File: src/rtl/sample_window.sv
// Five-tap sample delay line with valid/ready handshake on both sides, feeding the smoothing FIR.
// Optional macro SAMPLE_WINDOW_ZERO_PAD_EN emits zero-padded windows from the first accepted sample.
module sample_window #(
  parameter int unsigned DATA_W = 8
) (
  input  logic              clk,
  input  logic              rst_n,
  input  logic              flush,
  input  logic [DATA_W-1:0] in_data,
  input  logic              in_valid,
  output logic              in_ready,
  output logic [DATA_W-1:0] win0,
  output logic [DATA_W-1:0] win1,
  output logic [DATA_W-1:0] win2,
  output logic [DATA_W-1:0] win3,
  output logic [DATA_W-1:0] win4,
  output logic              out_valid,
  input  logic              out_ready,
  output logic [2:0]        fill
);

  localparam int unsigned NumTaps = 5;
  localparam logic [2:0]  FillMax = 3'd5;

  logic [DATA_W-1:0] taps_q [NumTaps];
  logic [DATA_W-1:0] taps_d [NumTaps];
  logic [2:0]        fill_q, fill_d;
  logic              out_valid_q, out_valid_d;

  logic       accept;
  logic [2:0] fill_inc;
  logic       qualify;

  // A window may be replaced in the same edge it is consumed, giving one window per clock.
  assign in_ready = rst_n && !flush && (!out_valid_q || out_ready);
  assign accept   = in_valid && in_ready && !flush;
  assign fill_inc = (fill_q >= FillMax) ? FillMax : fill_q + 3'd1;

`ifdef SAMPLE_WINDOW_ZERO_PAD_EN
  assign qualify = 1'b1;
`else
  assign qualify = (fill_inc == FillMax);
`endif

  always_comb begin
    taps_d      = taps_q;
    fill_d      = fill_q;
    out_valid_d = out_valid_q;
    if (flush) begin
      for (int i = 0; i < NumTaps; i++) begin
        taps_d[i] = '0;
      end
      fill_d      = '0;
      out_valid_d = 1'b0;
    end else if (accept) begin
      for (int i = 1; i < NumTaps; i++) begin
        taps_d[i] = taps_q[i-1];
      end
      taps_d[0] = in_data;
      fill_d    = fill_inc;
      if (qualify) begin
        out_valid_d = 1'b1;
      end
    end else if (out_valid_q && out_ready) begin
      out_valid_d = 1'b0;
    end
  end

  always_ff @(posedge clk) begin
    if (!rst_n) begin
      for (int i = 0; i < NumTaps; i++) begin
        taps_q[i] <= '0;
      end
      fill_q      <= '0;
      out_valid_q <= 1'b0;
    end else begin
      for (int i = 0; i < NumTaps; i++) begin
        taps_q[i] <= taps_d[i];
      end
      fill_q      <= fill_d;
      out_valid_q <= out_valid_d;
    end
  end

  assign win0      = taps_q[0];
  assign win1      = taps_q[1];
  assign win2      = taps_q[2];
  assign win3      = taps_q[3];
  assign win4      = taps_q[4];
  assign out_valid = out_valid_q;
  assign fill      = fill_q;

endmodule

File: config.mk
export PLATFORM = sky130hd
export DESIGN_NAME = sample_window
export DESIGN_NICKNAME = d
export VERILOG_FILES = /design/src/rtl/sample_window.sv
export SDC_FILE = /design/constraint.sdc
export NUM_CORES = 1
export LEC_CHECK = 0
export CAP_MARGIN = 10
export CORE_MARGIN = 1.5
export CORE_UTILIZATION = 35
export CTS_CLUSTER_DIAMETER = 50
export CTS_CLUSTER_SIZE = 25
export DETAILED_ROUTE_END_ITERATION = 7
export PLACE_DENSITY_LB_ADDON = 0.15
export SKIP_LAST_GASP = 1
export SLEW_MARGIN = 20
export SYNTH_ARGS = -nofsm -noshare
export SYNTH_HDL_FRONTEND = slang
export SYNTH_SLANG_ARGS = --single-unit
File: constraint.sdc
create_clock -name clk -period 1.2 [get_ports clk]
set_input_delay 0.24 -clock clk [delete_from_list [all_inputs] [get_ports clk]]
set_output_delay 0.24 -clock clk [all_outputs]
set_load 0.01 [all_outputs]
-- Yosys cells after proc, flatten, opt, wreduce, memory -nomap -nowiden
Cells that the tools add are included.
- bits in registers: 44
- add/sub/neg operators: 1
- magnitude comparators: 1
- equality and inequality tests: 2
- multiplexer cells: 4
- bitwise operators: 1
- reductions and logical operators: 11
- operators by type and width (kind ; count):
    $logic_and 1x1->1 ; 5
    $add 3x1->3 const B ; 1
    $eq 3x3->1 const B ; 1
    $ge 3x3->1 const B ; 1
    $mux 1 ; 3
    $mux 3 ; 1
    $logic_not 1->1 ; 2
    $ne 2x1->1 const B ; 1
    $reduce_and 2->1 ; 1
    $reduce_bool 2->1 ; 1
    $reduce_or 2->1 ; 1
    $logic_or 1x1->1 ; 1
    $not 1->1 ; 1

-- Logic depth before layout (Yosys ltp)
Gate-level depths: netlist of run 1.
- depth in word-level cells: 7
- mapped depth: 7
- gate-level depth less buffers: 6

-- Worst setup path after synthesis of run 1
Ideal clock, no wire load.
- path kind: register -> register
- start: register fill_q[1] (netlist: fill[1])
- end: register out_valid_q (netlist: out_valid)
- library setup time: 124 ps
- arrival: 1104 ps
- data required time: 1076 ps
- slack: -28 ps
- cell stages (with the launch flop): 7
- cells stage by stage: dfxtp_1 > inv_1 > ha_1 > inv_1 > o21ai_0 > a21oi_1 > o22ai_1
- longest elaborated chain between the ends: 5
- elaborated cells on any way between the ends: 6
- ends and longest elaborated chain (what ; RTL line ; source):
    from (decl) ; 27 ; logic [2:0] fill_q, fill_d;
    from (signal assigned) ; 80 ; fill_q <= fill_d;
    $add 3x1->3 / $ge 3x3->1 (equally long branches) ; 37 ; assign fill_inc = (fill_q >= FillMax) ? FillMax : fill_q + 3'd1;
    $mux 3 (*) ; 37 ;
    $eq 3x3->1 (*) ; 42 ; assign qualify = (fill_inc == FillMax);
    $ne 2x1->1 (no source line) (*) ; n/a ;
    $reduce_and 2->1 (no source line) (*) ; n/a ;
    to (signal assigned) ; 81 ; out_valid_q <= out_valid_d;
    to (decl) ; 28 ; logic out_valid_q, out_valid_d;
Mark *: on every way between the ends. The rest lies on a longest branch, timed or not.
A chain may end at the register's enable or synchronous reset.

-- Worst setup path in the final report of run 1
- start: register fill_q[0] (netlist: fill[0])
- end: output port fill[0]
- RTL lines (what ; RTL line ; source):
    to (decl) ; 19 ; output logic [2:0] fill
No word-level cell between the ends.

==> results.tsv, run 1 <==
metric	value	unit
outcome	finished clean	
drive_above_1_share	17.6	%
die_h	71.8	um
postRouteAntennaNets	0	
finalCritPeriodShare	96.8	%
cell_internal_pwr	0.00198	W
viasPerCell	4.66	
io_pins	58	
drt-wirelength-per-cell	11.7	um
min_path_cells	4	
io_buffers	57	
cp_data_arrival_time	0.92	ns
slowest_stage	dfxtp_4	
combPwrFrac	8.5	%
clock-sinks	44	
criticalPathCategory	reg2out	
relSlewSlack	78.7	%
row_count	24	
grtUsageTotal	15.7	%
antenna_found_initial	0	
worst_slew_pin_slew	0.319	ns
clk_path_buf_depth	2	
ys_seq_area_share	53.1	%
p_seq_share	57.8	%
cp_max_fo	5	
insertion_delay	0.29	ns
synth_nets	222	
numCtsBuffers	5	
drt_pass1_iterations	6	
htreeDepth	2	
yosys_warnings	0	
hold_ws	0.399	ns
coreArea	4440	um^2
syn-cell-area	1660	um^2
start_util	37.3	%
powerDensity	1020	nW/um^2
drt_wl_total	3.86	mm
cts-root-buf	clkbuf_8	
ir_worst_vdd	0.000504	V
syn_avg_cell_area	8.01	um^2
p_sw_share	22.8	%
die_area	5160	um^2
grt.overflow.total	0	
hp-start	in_valid	
clockPowerShare	33.7	%
grt_pass1_wl	6.33	mm
p_total	0.00257	W
drt_iter0_drc	61	
diodes	0	
r2r-end	out_valid	
timing.reg2reg.worst_path_depth	6	
cts_tree	done	
routed-via-count	1542	
nFillCells	431	
fmax	0.861	GHz
ctsHoldBuffers	0	
dp_hpwl	2.47	mm
fin_crit	1.16	ns
start_kind	flop	
min_to	out_valid	
setup_viol	0	
clkSlewWorstSetupHoldPaths	0.08	ns
drc	0	
critPathMaxStageDelay	0.39	ns
synthCells	207	
drv_slew	0	
fin_skew	0.00320	ns
place_ws	-0.517	ns
place.gp.congestion	0.777	
maxCapViolations	0	
hp-class	in2reg	
path_buf_inv	1	
cp.required	0.96	ns
crit_path_end_kind	output pin	
r2r_slack	0.06	ns
ys_types	20	
crit_chain	clkdlybuf4s15_1	
crit_family	flip-flops	
power_switching	0.000586	W
nets	294	
postSynthRegisterBits	44	
worst_r2r_startpoint	fill[1]	
grt_max_degree	31	
area_delta_synth_final	51.8	%
p_leak	1.28	nW
fin_ws	0.0379	ns
hold_viol_final	0	
fp.dieW	71.8	um
grt_pass1_vias	1378	
-- worst reg2reg max path: stages (launching register included) --
cell     delay [ns]
dfxtp_2        0.36
inv_2          0.06
ha_4           0.21
inv_1          0.07
o21ai_1        0.07
a21oi_1        0.17
o22ai_1        0.10
-- metrics by stage --
| stage | util [%] | TNS [ns] | std cells | instance area, um^2 |
|---|---|---|---|---|
| after floorplan | - | 0 | 207 | 1660 |
| after global placement | 53.4 | -19.40 | 320 | 2370 |
| after detailed placement | 53.4 | -19.78 | 320 | 2370 |
| after CTS | 55.9 | -0.178 | 330 | 2480 |
| after global routing | 56.6 | -0.0147 | 331 | 2520 |
| final | 56.6 | 0 | 331 | 2520 |
-- Yosys cell counts (all sizes together) --
library cell,number,area [um^2]
buf,10,83.8
ha,2,25.0
a21oi,3,15.0
inv,3,11.3
and3,1,6.26
a31o,1,8.76
dfxtp,44,881
nor2,4,15.0
nand2b,2,12.5
and4,1,11.3
nand3,42,210
nand2,82,308
o22ai,1,6.26
nor3,3,20.0
nor2b,1,13.8
clkbuf,4,15.0
o21ai,3,15.0
-- cell usage in the layout, fill, tap and decap left out, drive strengths merged --
cell type	n
o22ai	1
nor3	3
clkdlybuf4s15	22
nand2	82
clkbuf	11
inv	3
dlymetal6s2s	1
dlygate4sd2	21
ha	2
nand3	42
dfxtp	44
buf	22
clkinv	1
o21ai	3
and3	1
clkdlybuf4s50	8
nor2b	1
a31o	1
nor2	4
a21oi	3
and4	1
nand2b	2
-- final cells by class --
cell class	count	area (um^2)	area share [%]
Clock inverter	1	5.00	0.199
Timing Repair Buffer	79	772	30.7
Sequential cell	44	890	35.3
Tap cell	52	65.1	2.58
Clock buffer	6	72.6	2.88
Inverter	3	11.3	0.447
Multi-Input combinational cell	146	702	27.9
-- worst max-delay path by stage --
stage,from,endpoint,slack (ns),cells after the start
after global placement,flush,in_ready,-0.50,4
after CTS,out_valid,in_ready,-0.14,2
after global routing,fill[1],out_valid,-0.01,6
after detailed placement,flush,in_ready,-0.52,4
final,fill[0],fill[0],0.04,1
after floorplan,fill[1],out_valid,0.04,6
-- power by group through the flow --
stage,clock (W),combinational (W),sequential [W]
after floorplan,0,0.0000874,0.00153
after global placement,0,0.000204,0.00152
after detailed placement,0,0.000204,0.00152
after CTS,0.000902,0.000213,0.00149
after global routing,0.000963,0.000237,0.00149
final,0.000866,0.000218,0.00148
-- state kept, by name, summed over array words and instances, names as in the netlist --
| name | cells |
|---|---|
| win4 | 8 |
| win1 | 8 |
| win3 | 8 |
| out_valid | 1 |
| win0 | 8 |
| win2 | 8 |
| fill | 3 |
-- layer usage --
| metal | vias to the layer above | part of all wire (%) | routed length, um | global-route usage [%] |
|---|---|---|---|---|
| met5 | - | 0 | 0 | 0 |
| li1 | 813 | - | - | - |
| met4 | 0 | 0.65 | 25 | 5.45 |
| met2 | 46 | 46 | 1790 | 25.2 |
| met3 | 2 | 5.8 | 224 | 6.05 |
| met1 | 681 | 47 | 1830 | 19.2 |
-- repair_timing --
item / in CTS / in global routing
cloned: 1 / 0
resized for setup: 58 / 41
pin swaps: 2 / 3
setup endpoints to repair: 89 / 45
buffers inserted: 2 / 1
-- cell families (layout without fill, tap and decap cells) --
kind of cell	count (synthesis)	in the layout	share of synthesized area, %
simple gates	136	136	36.0
flops	44	44	53.1
buf+inv	17	89	6.64
compound gates	8	8	2.72
fa+ha+maj	2	2	1.51
Power figures use the tool's default switching activity.
==> inputs of run 2 (changes only) <==
--- a/config.mk
+++ b/config.mk
@@ -12,6 +12,7 @@
 export CTS_CLUSTER_SIZE = 25
 export DETAILED_ROUTE_END_ITERATION = 7
 export PLACE_DENSITY_LB_ADDON = 0.15
+export REMOVE_ABC_BUFFERS = 1
 export SKIP_LAST_GASP = 1
 export SLEW_MARGIN = 20
 export SYNTH_ARGS = -nofsm -noshare
==> results.tsv, run 2 (synthesis results as in run 1) <==
metric	value	unit
instances_no_fill	334	
maxCapViolations	0	
viasPerCell	4.66	
powerDensity	1050	nW/um^2
fin_tns_setup	0	ns
finalCritPeriodShare	96.9	%
numCtsBuffers	5	
die_h	71.8	um
io_buffers	57	
crit_path_end_kind	flop	
cts_tree	done	
hold_viol_final	0	
postRouteAntennaNets	0	
hold_ws	0.442	ns
drt-wirelength-per-cell	12.0	um
hp-class	in2reg	
hp-start	in_valid	
place.gp.congestion	0.682	
diodes	0	
fin_skew	0.00305	ns
cp_data_arrival_time	1.35	ns
outcome	finished with violations	
grt_pass1_wl	6.70	mm
nets	296	
setup_viol	0	
drt_pass1_iterations	6	
antenna_found_initial	0	
clk_path_buf_depth	2	
routed-via-count	1555	
grt.overflow.total	0	
cp.required	1.39	ns
finish.instance_area	2540	um^2
die_area	5160	um^2
r2r_slack	0.10	ns
grtUsageTotal	16.2	%
drc	3	
place_inst	320	
drt_wl_total	4.00	mm
placed_area	2330	um^2
grt_max_degree	26	
worst_r2r_startpoint	out_valid	
grt_pass1_vias	1484	
io_pins	58	
final_common_cell	nand2_1	
criticalPathCategory	in2reg	
cts-root-buf	clkbuf_8	
fp.dieW	71.8	um
start_kind	input pin	
drt_iter0_drc	83	
rsz0062_at_grt	no	
fmax	0.860	GHz
insertion_delay	0.29	ns
start_util	37.3	%
drive_above_1_share	19.9	%
layout_common_cells	82 x nand2_1, 41 x nand3_1, 36 x dfxtp_1, 22 x clkdlybuf4s15_1, 21 x dlygate4sd2_1	
cp-endpoint	win4[0]	
area_delta_synth_final	53.1	%
ir_worst_vdd	0.000633	V
worst_slew_pin_slew	0.266	ns
htreeDepth	2	
fin_crit	1.16	ns
cp_max_fo	25	
r2r-end	win3[6]	
p_leak	1.28	nW
timing.reg2reg.worst_path_depth	5	
startpoint	flush	
p_total	0.00267	W
row_count	24	
clock-sinks	44	
coreArea	4440	um^2
drv_slew	0	
dp_hpwl	2.49	mm
relSlewSlack	82.3	%
violations	design-rule violations	
clkSlewWorstSetupHoldPaths	0.08	ns
-- run 2: cell count changes in the layout (fill, tap and decap cells not counted), sizes merged --
cell,delta
dlymetal6s2s,+1
clkinvlp,+1
clkbuf,-1
bufbuf,+1
buf,+1
clkinv,-1
and3,+1
-- run 2: power breakdown --
group / switching (W) / internal [W] / leakage [nW]
registers: 0.0000111 / 0.00147 / 0.360
logic: 0.000107 / 0.000115 / 0.879
clock network: 0.000492 / 0.000468 / 0.0445
total: 0.000610 / 0.00206 / 1.28
-- run 2: per-stage QoR --
| stage | util (%) | worst slack [ns] |
|---|---|---|
| finish | 57.1 | 0.0373 |
| global route | 57.1 | 0.000793 |
| CTS | 55.7 | -0.198 |
| detailed placement | 52.4 | -0.513 |
| global placement | 52.4 | -0.503 |
| floorplan | - | -1.05 |
-- run 2: what timing repair did --
action                     4_1_cts  5_1_grt
resized for setup               62       48
pin swaps                        1        2
setup endpoints to repair       89       74
cloned                           3        0
hold buffers                     0        0
buffers inserted                 2        1
-- run 2: how the worst min path moves through the flow --
| stage | to | slack (ns) | cells past startpoint |
|---|---|---|---|
| finish | out_valid | 0.44 | 4 |
| global route | win3[6] | 0.47 | 2 |
| CTS | win3[5] | 0.45 | 2 |
| detailed placement | win3[5] | 0.44 | 2 |
| global placement | win4[3] | 0.44 | 2 |
| floorplan | win0[0] | 0.34 | 2 |
-- run 2: routing by layer --
metal  GRT usage (%)  share of wire, %
met4            4.40               1.0
met5               0                 0
met3            4.64               5.5
met2            26.9                45
met1            20.7                48
-- run 2: area by class of cell --
cell class                      count  area [um^2]
Timing Repair Buffer               80          751
Clock buffer                        7         86.3
Sequential cell                    44          893
Fill cell                         449         1910
Multi-Input combinational cell    147          724
Tap cell                           52         65.1
Clock inverter                      1         7.51
Inverter                            3         11.3
-- run 2: critical path: stages --
cell and delay (ns):
dlygate4sd2_1 0.25, buf_6 0.12, nor2b_4 0.15, buf_4 0.14
nand3_4 0.09, buf_6 0.20, nand3_1 0.10, nand2_1 0.06
==> inputs of run 3 (changes only) <==
--- a/config.mk
+++ b/config.mk
@@ -11,9 +11,9 @@
 export CTS_CLUSTER_DIAMETER = 50
 export CTS_CLUSTER_SIZE = 25
 export DETAILED_ROUTE_END_ITERATION = 7
+export GPL_ROUTABILITY_DRIVEN = 0
 export PLACE_DENSITY_LB_ADDON = 0.15
 export REMOVE_ABC_BUFFERS = 1
-export SKIP_LAST_GASP = 1
 export SLEW_MARGIN = 20
 export SYNTH_ARGS = -nofsm -noshare
 export SYNTH_HDL_FRONTEND = slang
==> results.tsv, run 3 (synthesis results as in run 1) <==
metric	value	unit
outcome	finished with violations	
violations	design-rule violations	
ir_worst_vdd	0.000633	V
instances_no_fill	334	
numCtsBuffers	5	
p_seq_share	55.6	%
power_switching	0.000616	W
die_area	5160	um^2
io_buffers	57	
hp-class	in2reg	
drive_above_1_share	19.9	%
insertion_delay	0.29	ns
crit_chain	dlygate4sd2_1 > buf_6 > nor2b_4 > buf_4 > nand3_4 > buf_6 > nand3_1 > nand2_1	
postRouteAntennaNets	0	
hp-start	in_valid	
dp_hpwl	2.49	mm
cts-root-buf	clkbuf_8	
fmax	0.864	GHz
drt_iter0_drc	63	
place_inst	320	
critPathMaxStageDelay	0.25	ns
crit_path_end_kind	flop	
cp_max_fo	25	
ctsHoldBuffers	0	
nets	296	
io_pins	58	
criticalPathCategory	in2reg	
drt-wirelength-per-cell	12.0	um
viasPerCell	4.66	
hold_viol_final	0	
p_sw_share	23.1	%
crit_family	buffers and inverters	
placed_area	2330	um^2
fin_tns_setup	0	ns
worst_r2r_startpoint	out_valid	
drt_wl_total	4.00	mm
drv_slew	0	
fp.dieW	71.8	um
fin_skew	0.00293	ns
routed-via-count	1555	
path_buf_inv	4	
finalCritPeriodShare	96.5	%
use_met2	27.1	%
clock-sinks	44	
relSlewSlack	82.2	%
finish.instance_area	2530	um^2
fin_crit	1.16	ns
path_common_cell	buf_6	
antenna_found_initial	0	
area_delta_synth_final	52.9	%
clkSlewWorstSetupHoldPaths	0.08	ns
layout_common_cells	82 x nand2_1, 41 x nand3_1, 36 x dfxtp_1, 22 x dlygate4sd2_1, 22 x clkdlybuf4s15_1	
rsz0062_at_grt	no	
row_count	24	
combPwrFrac	8.3	%
setup_viol	0	
busiest_layer	met2	
htreeDepth	2	
use_met3	4.64	%
cp_data_arrival_time	1.35	ns
drc	3	
met1_usage	20.7	%
slowest_stage	dlygate4sd2_1	
cts_tree	done	
maxCapViolations	0	
clockPowerShare	36.2	%
grt_pass1_vias	1487	
grt_pass1_wl	6.73	mm
final_common_cell	nand2_1	
grt.overflow.total	0	
diodes	0	
worst_slew_pin_slew	0.267	ns
cp.required	1.39	ns
drt_pass1_iterations	5	
clk_path_buf_depth	2	
coreArea	4440	um^2
grtUsageTotal	16.3	%
powerDensity	1050	nW/um^2
startpoint	flush	
grt_max_degree	26	
start_util	37.3	%
start_kind	input pin	
hold_ws	0.441	ns
cell_internal_pwr	0.00205	W
die_h	71.8	um
p_leak	1.28	nW
-- run 3: cell types whose count changed in the layout (fill, tap and decap cells not counted), sizes merged --
cell,delta
dlymetal6s2s,-1
dlygate4sd2,+1
-- run 3: repair_timing --
action	CTS	global route
pin swaps	1	2
gates cloned	3	0
setup endpoints to repair	89	49
setup buffers	2	1
gates resized for setup	67	42
-- run 3: final timing paths --
kind               endpoint  slack [ns]  cells after the start
hold / removal    out_valid        0.44                      4
setup reg to reg    win3[6]        0.10                      5
hold reg to reg     win3[6]        0.45                      2
setup / recovery    win4[0]        0.04                      8
-- run 3: final cells by class --
class / instances / area [um^2]
Multi-Input combinational cell: 147 / 724
Clock buffer: 7 / 86.3
Sequential cell: 44 / 893
Timing Repair Buffer: 80 / 747
Clock inverter: 1 / 7.51
Fill cell: 448 / 1910
Inverter: 3 / 11.3
Tap cell: 52 / 65.1
-- run 3: tightest hold or removal path, stage by stage --
cell and delay [ns]:
dlymetal6s2s_1 0.18, buf_4 0.16, nand3_1 0.06, o22ai_1 0.06
-- run 3: per-layer routing --
layer | routed length, um | up-vias
li1 | - | 815
met1 | 1980 | 700
met2 | 1760 | 36
met3 | 224 | 4
met4 | 36 | 0
met5 | 0 | -
-- run 3: stage by stage --
step	setup WS, ns	power [W]	utilization, %
final	0.0421	0.00267	57.0
after global routing	0.000793	0.00280	57.0
after CTS	-0.0513	0.00270	55.8
after detailed placement	-0.513	0.00171	52.4
after global placement	-0.503	0.00171	52.4
after floorplan	-1.05	0.00159	-
-- run 3: power groups by stage --
stage | clock network, W | logic (W) | registers [W]
final | 0.000966 | 0.000221 | 0.00148
after global routing | 0.00107 | 0.000240 | 0.00149
after CTS | 0.000996 | 0.000215 | 0.00148
after detailed placement | 0 | 0.000195 | 0.00152
after global placement | 0 | 0.000195 | 0.00152
after floorplan | 0 | 0.0000622 | 0.00153
